[config.mk]
export PLATFORM = sky130hd
export DESIGN_NAME = seg_readback_decoder
export DESIGN_NICKNAME = d
export VERILOG_FILES = /design/src/rtl/seg_readback_decoder.sv
export SDC_FILE = /design/constraint.sdc
export NUM_CORES = 1
export LEC_CHECK = 0
export ABC_AREA = 0
export CAP_MARGIN = 20
export CORE_UTILIZATION = 34
export CTS_CLUSTER_DIAMETER = 120
export DETAILED_ROUTE_END_ITERATION = 10
export HOLD_SLACK_MARGIN = 0.08
export RECOVER_POWER = 50
export SETUP_SLACK_MARGIN = 0.1
export SYNTH_ARGS = -nofsm -noshare
export SYNTH_HDL_FRONTEND = slang
export SYNTH_SLANG_ARGS = --single-unit
[constraint.sdc]
create_clock -name clk -period 6.31 [get_ports clk]
set_input_delay 1.893 -clock clk [delete_from_list [all_inputs] [get_ports clk]]
set_output_delay 1.893 -clock clk [all_outputs]
set_load 0.005 [all_outputs]
[src/rtl/seg_readback_decoder.sv]
// Seven-segment readback monitor: debounces the four digit buses, decodes the
// displayed hex value and checks each newly published value for a +1 step.
module seg_readback_decoder #(
  parameter int STABLE_CYCLES = 4
) (
  input  logic        clk,
  input  logic        reset,
  input  logic        sample_en,
  input  logic [0:6]  hex0,
  input  logic [0:6]  hex1,
  input  logic [0:6]  hex2,
  input  logic [0:6]  hex3,
  output logic [15:0] value,
  output logic [3:0]  dig_valid,
  output logic [3:0]  dig_blank,
  output logic        seg_err,
  output logic        update,
  output logic        step_chk,
  output logic        step_ok,
  output logic [7:0]  step_err_cnt
);

  localparam logic [7:0] STABLE = 8'(STABLE_CYCLES);

  // Returns {illegal, blank, valid, nibble}; bus order a..g, active-low.
  function automatic logic [6:0] decode_digit(input logic [0:6] seg);
    case (seg)
      7'b0000001: return {3'b001, 4'd0};
      7'b1001111: return {3'b001, 4'd1};
      7'b0010010: return {3'b001, 4'd2};
      7'b0000110: return {3'b001, 4'd3};
      7'b1001100: return {3'b001, 4'd4};
      7'b0100100: return {3'b001, 4'd5};
      7'b0100000: return {3'b001, 4'd6};
      7'b0001101: return {3'b001, 4'd7};
      7'b0000000: return {3'b001, 4'd8};
      7'b0000100: return {3'b001, 4'd9};
      7'b1111111: return {3'b010, 4'd0};
      default:    return {3'b100, 4'd0};
    endcase
  endfunction

  function automatic logic [7:0] sat_inc8(input logic [7:0] x);
    return (x == 8'hFF) ? x : 8'(x + 8'd1);
  endfunction

  logic [27:0] cand_q, cand_d, pub_vec_q, pub_vec_d, s;
  logic [7:0]  cnt_q, cnt_d, step_err_cnt_q, step_err_cnt_d;
  logic        pub_q, pub_d;
  logic [15:0] value_q, value_d, new_value, next_expected;
  logic [3:0]  dig_valid_q, dig_valid_d, dig_blank_q, dig_blank_d;
  logic [3:0]  new_valid, new_blank, new_illegal;
  logic        seg_err_q, seg_err_d, update_q, update_d;
  logic        step_chk_q, step_chk_d, step_ok_q, step_ok_d;
  logic        accept;
  logic [6:0]  dec0, dec1, dec2, dec3;

  always_comb begin
    s    = {hex3, hex2, hex1, hex0};
    dec0 = decode_digit(hex0);
    dec1 = decode_digit(hex1);
    dec2 = decode_digit(hex2);
    dec3 = decode_digit(hex3);
    new_value     = {dec3[3:0], dec2[3:0], dec1[3:0], dec0[3:0]};
    new_valid     = {dec3[4], dec2[4], dec1[4], dec0[4]};
    new_blank     = {dec3[5], dec2[5], dec1[5], dec0[5]};
    new_illegal   = {dec3[6], dec2[6], dec1[6], dec0[6]};
    next_expected = 16'(value_q + 16'd1);

    cand_d         = cand_q;
    cnt_d          = cnt_q;
    pub_d          = pub_q;
    pub_vec_d      = pub_vec_q;
    value_d        = value_q;
    dig_valid_d    = dig_valid_q;
    dig_blank_d    = dig_blank_q;
    seg_err_d      = seg_err_q;
    step_err_cnt_d = step_err_cnt_q;
    update_d       = 1'b0;
    step_chk_d     = 1'b0;
    step_ok_d      = 1'b0;
    accept         = 1'b0;

    if (sample_en) begin
      if (s == cand_q) begin
        cnt_d = (cnt_q >= STABLE) ? STABLE : 8'(cnt_q + 8'd1);
      end else begin
        cand_d = s;
        cnt_d  = 8'd1;
      end
      // A differing sample also counts as a fresh arrival at the threshold when STABLE is 1.
      accept = (cnt_d == STABLE) && ((s != cand_q) || (cnt_q < STABLE));
    end

    if (accept && (!pub_q || (s != pub_vec_q))) begin
      value_d     = new_value;
      dig_valid_d = new_valid;
      dig_blank_d = new_blank;
      seg_err_d   = |new_illegal;
      update_d    = 1'b1;
      pub_d       = 1'b1;
      pub_vec_d   = s;
      if (pub_q && (dig_valid_q == 4'hF) && (new_valid == 4'hF)) begin
        step_chk_d = 1'b1;
        if (new_value == next_expected) step_ok_d = 1'b1;
        else step_err_cnt_d = sat_inc8(step_err_cnt_q);
      end
    end
  end

  always_ff @(posedge clk) begin
    if (reset) begin
      cand_q         <= '1;
      cnt_q          <= '0;
      pub_q          <= 1'b0;
      pub_vec_q      <= '1;
      value_q        <= '0;
      dig_valid_q    <= '0;
      dig_blank_q    <= '0;
      seg_err_q      <= 1'b0;
      update_q       <= 1'b0;
      step_chk_q     <= 1'b0;
      step_ok_q      <= 1'b0;
      step_err_cnt_q <= '0;
    end else begin
      cand_q         <= cand_d;
      cnt_q          <= cnt_d;
      pub_q          <= pub_d;
      pub_vec_q      <= pub_vec_d;
      value_q        <= value_d;
      dig_valid_q    <= dig_valid_d;
      dig_blank_q    <= dig_blank_d;
      seg_err_q      <= seg_err_d;
      update_q       <= update_d;
      step_chk_q     <= step_chk_d;
      step_ok_q      <= step_ok_d;
      step_err_cnt_q <= step_err_cnt_d;
    end
  end

  assign value        = value_q;
  assign dig_valid    = dig_valid_q;
  assign dig_blank    = dig_blank_q;
  assign seg_err      = seg_err_q;
  assign update       = update_q;
  assign step_chk     = step_chk_q;
  assign step_ok      = step_ok_q;
  assign step_err_cnt = step_err_cnt_q;

endmodule

Word-level counts from Yosys, hierarchy flattened:

Cells that the tools add are included.

* flip-flop bits (word level): 101
* bits in latches: 0
* bits in writable memories: 0
* memory bits (read-only): 0
* output and inout bits: 36
* word-level logic and storage cells: 97
* memories kept: 0

* add/subtract/negate cells: 3
* multiply operators: 0
* divide/modulo/power cells: 0
* magnitude comparators: 2
* equal/unequal tests: 48
* shifts and indexed selects: 0
* mux-type cells: 11
* bitwise operators: 5
* reductions and logical operators: 16

Operator list (count)
* case mux 7 bit (11 select lines): 4
* == test 7 bit (second input constant): 12
* == test 7 x 3 -> 1 bit (second input constant): 8
* == test 7 x 6 -> 1 bit (second input constant): 8
* inequality test 28 bit: 2
* == test 28 bit: 1
* == test 7 x 1 -> 1 bit (second input constant): 4
* == test 7 x 4 -> 1 bit (second input constant): 4
* == test 7 x 5 -> 1 bit (second input constant): 4
* logical NOT 7 bit: 4
* 2-to-1 mux 8 bit: 3
* adder 16 x 1 -> 16 bit (second input constant): 1
* adder 8 x 1 -> 8 bit (second input constant): 2
* == test 16 bit: 1
* == test 4 bit (second input constant): 2
* == test 8 x 3 -> 1 bit (second input constant): 1
* == test 8 bit (second input constant): 1
* greater-or-equal comparator 8 x 3 -> 1 bit (second input constant): 1
* < comparator 8 x 3 -> 1 bit (second input constant): 1
* NOT 1 bit: 5
* logical AND 1 bit: 4
* 2-to-1 mux 1 bit: 4
* AND reduction 4 bit: 1
* OR reduction 4 bit: 1
* other kinds (5): 6

Depth between registers and ports, before layout:

* word-level depth: 10
* mapped depth: 11
* depth with buffers taken out: 10

Worst setup path after synthesis:

OpenSTA, ideal clock, no wires.

* path kind: input to register
* start: input hex2[6] (netlist bit)
* end: register step_err_cnt_q[4] (netlist: step_err_cnt[4])
* library setup time: 0.121 ns
* arrival time: 4.144 ns
* data required time: 6.189 ns
* slack: 2.044 ns
* stages: 9
* cell sequence: or4_1 -> o31a_1 -> o2111a_1 -> o22ai_1 -> nor4_2 -> and4_4 -> a211oi_2 -> and3_4 -> mux2_4

* cells in the longest elaborated chain, start to end: 8
* elaborated cells on any way between the ends: 28
* classes of those cells: eq/ne: 16; mux: 4; bitwise: 1; reduce/logical: 7

Ends and longest elaborated chain
* from (decl): RTL line 11 `input logic [0:6] hex2,`
* == test 28 bit: RTL line 85 `if (s == cand_q) begin`
* 2-to-1 mux 8 bit: RTL line 85
* 2-to-1 mux 8 bit: RTL line 84 `if (sample_en) begin`
* == test 8 x 3 -> 1 bit: RTL line 92 `accept = (cnt_d == STABLE) && ((s != cand_q) || (cnt_q < STABLE));`
* logical AND 1 bit: RTL line 92
* 2-to-1 mux 1 bit: RTL line 84
* logical AND 1 bit: RTL line 95 `if (accept && (!pub_q || (s != pub_vec_q))) begin`
* AND reduction 4 bit (no line) (*)
* to (signal assigned): RTL line 137 `step_err_cnt_q <= step_err_cnt_d;`
* to (decl): RTL line 48 `logic [7:0] cnt_q, cnt_d, step_err_cnt_q, step_err_cnt_d;`

Every way passes the cells marked *; elsewhere a longest branch is shown, timed or not. The select of a mux whose other input is x is not followed.
A chain may end at the register's enable or synchronous reset.

Worst setup path after layout:

* start: input hex0[1] (netlist bit)
* end: register step_err_cnt_q[5] (netlist: step_err_cnt[5])

* cells in the longest elaborated chain, start to end: 8
* elaborated cells on any way between the ends: 28
* classes of those cells: eq/ne: 16; mux: 4; bitwise: 1; reduce/logical: 7

Ends and longest elaborated chain
* from (decl): RTL line 9 `input logic [0:6] hex0,`
* == test 28 bit: RTL line 85
* 2-to-1 mux 8 bit: RTL line 85
* 2-to-1 mux 8 bit: RTL line 84
* == test 8 x 3 -> 1 bit: RTL line 92
* logical AND 1 bit: RTL line 92
* 2-to-1 mux 1 bit: RTL line 84
* logical AND 1 bit: RTL line 95
* AND reduction 4 bit (no line) (*)

Marked as above.

==> results.cfg <==
[synthesis]
ys_seq_area_share_pct = 34.5
ys.flop_type = dfxtp_1
yosysTopAreaCellShare_pct = 34.5
ys_ff_latch = 101
async_flop_share_pct = 0
yosys_warnings = 0
synth_edf_count = 0
synth_cell_types = 72
syn_inst = 674
syn_area_per_cell_um2 = 8.70
syn-cell-area_um2 = 5860
syn_nets = 709
synth_area_leaders = dfxtp_1 34%, mux2i_1 12%, xnor2_1 9.4%, nand2_1 4.9%, xor2_1 3.9%
synth_area_leader_cell = dfxtp_1

[cells_and_area]
drive_gt1_share_pct = 5.09
nets = 738
final_area_um2 = 6910
utilization_pct = 41.4
num_antenna_cells = 0
area_delta_synth_final_pct = 17.8
fillers = 1671

[grt]
grt_antenna_before_repair = 0
grt.overflow.total = 0
grt_max_degree = 69
grt_pass1_wl_um = 25300
track_usage_pct = 18.0
first_global_vias = 4777

[sta]
fin_crit_sh_pct = 86.0
drv_slew = 45
finalHoldViolCount = 0
slew_headroom_pct = -33.4
clock_skew_ns = 0.00784
final.setup.tns_ns = 0
hold_ws_ns = 0.466
tightest_slew_ns = 2.00
timing.fmax_ghz = 0.184
setup_violations = 0
rsz0062_at_grt = no
final.min_clock_period_ns = 5.43

[placed_design]
gp_congestion = 0.803
io_buffers = 66
place_area_um2 = 6620
place_hpwl_um = 11000

[cts]
postCtsSetupBuffers = 0
cts_tree = built
cts_hold_buf = 0
worstSkewPairLatency_ns = 0.35
cts.htree.levels = 3
clock_tree.root_cell = clkbuf_16
clock_sinks = 101
clockBufferDepth = 2
cts.reportedPaths.clkPinSlew_ns = 0.07
cts-resized-gates = 0
cts_inserted_buffers = 9

[setup_path]
reg2reg_slack_ns = 2.88
crit_start = hex0[1]
max_stage_delay_ns = 0.90
critPathTopFamily = simple AND/OR/NAND/NOR gates
crit_fanout = 16
required_ns = 6.56
cp_slowest_cell = dlygate4sd3_1
cp_num_buf_inv = 1
r2r_end = step_err_cnt[5]
cp_common_cell = nor4_1
crit_end = step_err_cnt[5]
crit_type = in2reg
crit_cells = 10
end_kind = flop
crit_chain = dlygate4sd3_1 > xor2_1 > nor4_1 > nand4_1 > nor4_1 > nand3_4 > nand4b_1 > a21oi_1 > a311oi_1 > a41o_1
r2r-start = cand_q[8]
cp.arrival_ns = 5.67
critPathLaunchType = input port
ff2ff_path_depth = 9

[die]
core_um2 = 16700
rows = 47
die_area_um2 = 17800
die_w_um = 133
start_util_pct = 35.1
io_pins = 67
dieHeight_um = 133

[outcome]
violations = capacitance limit, slew limit
outcome = complete, but fails checks

[detailed_routing]
routed_wirelength_um = 15300
drt_iter0_markers = 241
ant_nets = 0
drt-pass1-iter-count = 8
avgViaCountPerCell = 5.32
wl_per_cell_um = 16.5
drc = 0
vias = 4932

[power_and_ir_drop]
leakagePower_nw = 2.87
vdd_drop_max_v = 0.000162
power_w = 0.00143
power_density_nw_per_um2 = 206

[flow_run]
timing.max_cap.violations = 1

[worst_hold_path]
hold_class = reg2reg
==> cells in the final DEF, fill, tap and decap left out, drive strengths merged, types with 5 or more instances in the layout <==
master | Yosys | routed
dfxtp | 101 | 101
inv | 10 | 12
o211ai | 10 | 10
and2 | 12 | 12
clkbuf | 22 | 10
nor3 | 14 | 14
nor2 | 59 | 59
and4 | 5 | 5
a21oi | 23 | 23
mux2i | 68 | 68
and3 | 6 | 6
dlygate4sd3 | 0 | 38
or3 | 6 | 6
or2 | 5 | 5
xor2 | 26 | 26
nand4b | 7 | 7
nand4 | 18 | 18
nand3 | 16 | 16
clkdlybuf4s50 | 0 | 28
nor4 | 11 | 11
o22ai | 5 | 5
o21ai | 8 | 8
nand2 | 77 | 77
nand2b | 6 | 6
xnor2 | 63 | 63
==> cells by family after synthesis <==
group / Yosys count / share of synthesized area (%)
adders and majority gates: 4 / 0.853
xor gates and xnor gates: 90 / 13.7
DFF: 101 / 34.5
and+or+nand+nor: 262 / 23.3
muxes: 70 / 12.1
AOI/OAI and AO/OA: 84 / 11.0
buffers and inverters: 63 / 4.69
==> synthesized netlist by cell type, drive strengths merged, types with 11 or more instances <==
cell type	number
nor4	11
clkbuf	22
and2	12
mux2i	68
nand2	77
nor2	59
xnor2	63
nand3	16
dfxtp	101
a21oi	23
nand4	18
xor2	26
nor3	14
buf	31
==> stage by stage <==
stage	setup slack [ns]	cells
2_1_floorplan	2.04	674
3_5_place_dp	0.961	912
5_1_grt	0.593	927
4_1_cts	1.32	927
3_3_place_gp	1.09	912
6_report	0.883	927
==> cell type report <==
type,count,area [um^2],share of cell area [%]
multi-input combinational,510,3560,51.5
sequential,101,2020,29.3
clock inverter,6,95.1,1.38
clock buffer,9,225,3.26
inverter,10,37.5,0.543
tap,220,275,3.98
timing repair buffer,71,694,10.1
==> how the worst min path moves through the flow <==
stage	end	slack, ns	depth (start not counted)	start
2_1_floorplan	cnt_q[5]	0.43	1	cnt_q[5]
3_3_place_gp	cnt_q[7]	0.45	1	cnt_q[7]
3_5_place_dp	cnt_q[5]	0.45	1	cnt_q[5]
4_1_cts	cnt_q[3]	0.47	1	cnt_q[3]
5_1_grt	cnt_q[3]	0.50	1	cnt_q[3]
6_report	cnt_q[3]	0.47	1	cnt_q[3]
==> state kept, by name (all words and copies together), names as in the netlist <==
name and count:
cnt_q 8, pub_q 1, dig_blank 4, dig_valid 4, step_chk 1, value 16
seg_err 1, step_err_cnt 8, pub_vec_q 28, cand_q 28, update 1, step_ok 1
==> where the power goes <==
group	total [W]	switching [W]	internal [W]
logic	0.000163	0.0000958	0.0000673
clock network	0.000606	0.000256	0.000350
registers	0.000656	0.00000777	0.000649
==> metal layers <==
| metal | up-vias | GRT usage (%) | part of all wire (%) |
|---|---|---|---|
| met4 | 0 | 8.21 | 2.8 |
| li1 | 2427 | - | - |
| met2 | 143 | 28.5 | 45 |
| met5 | - | 0 | 0 |
| met3 | 21 | 3.35 | 4.8 |
| met1 | 2341 | 23.8 | 47 |
Power figures use the tool's default switching activity.
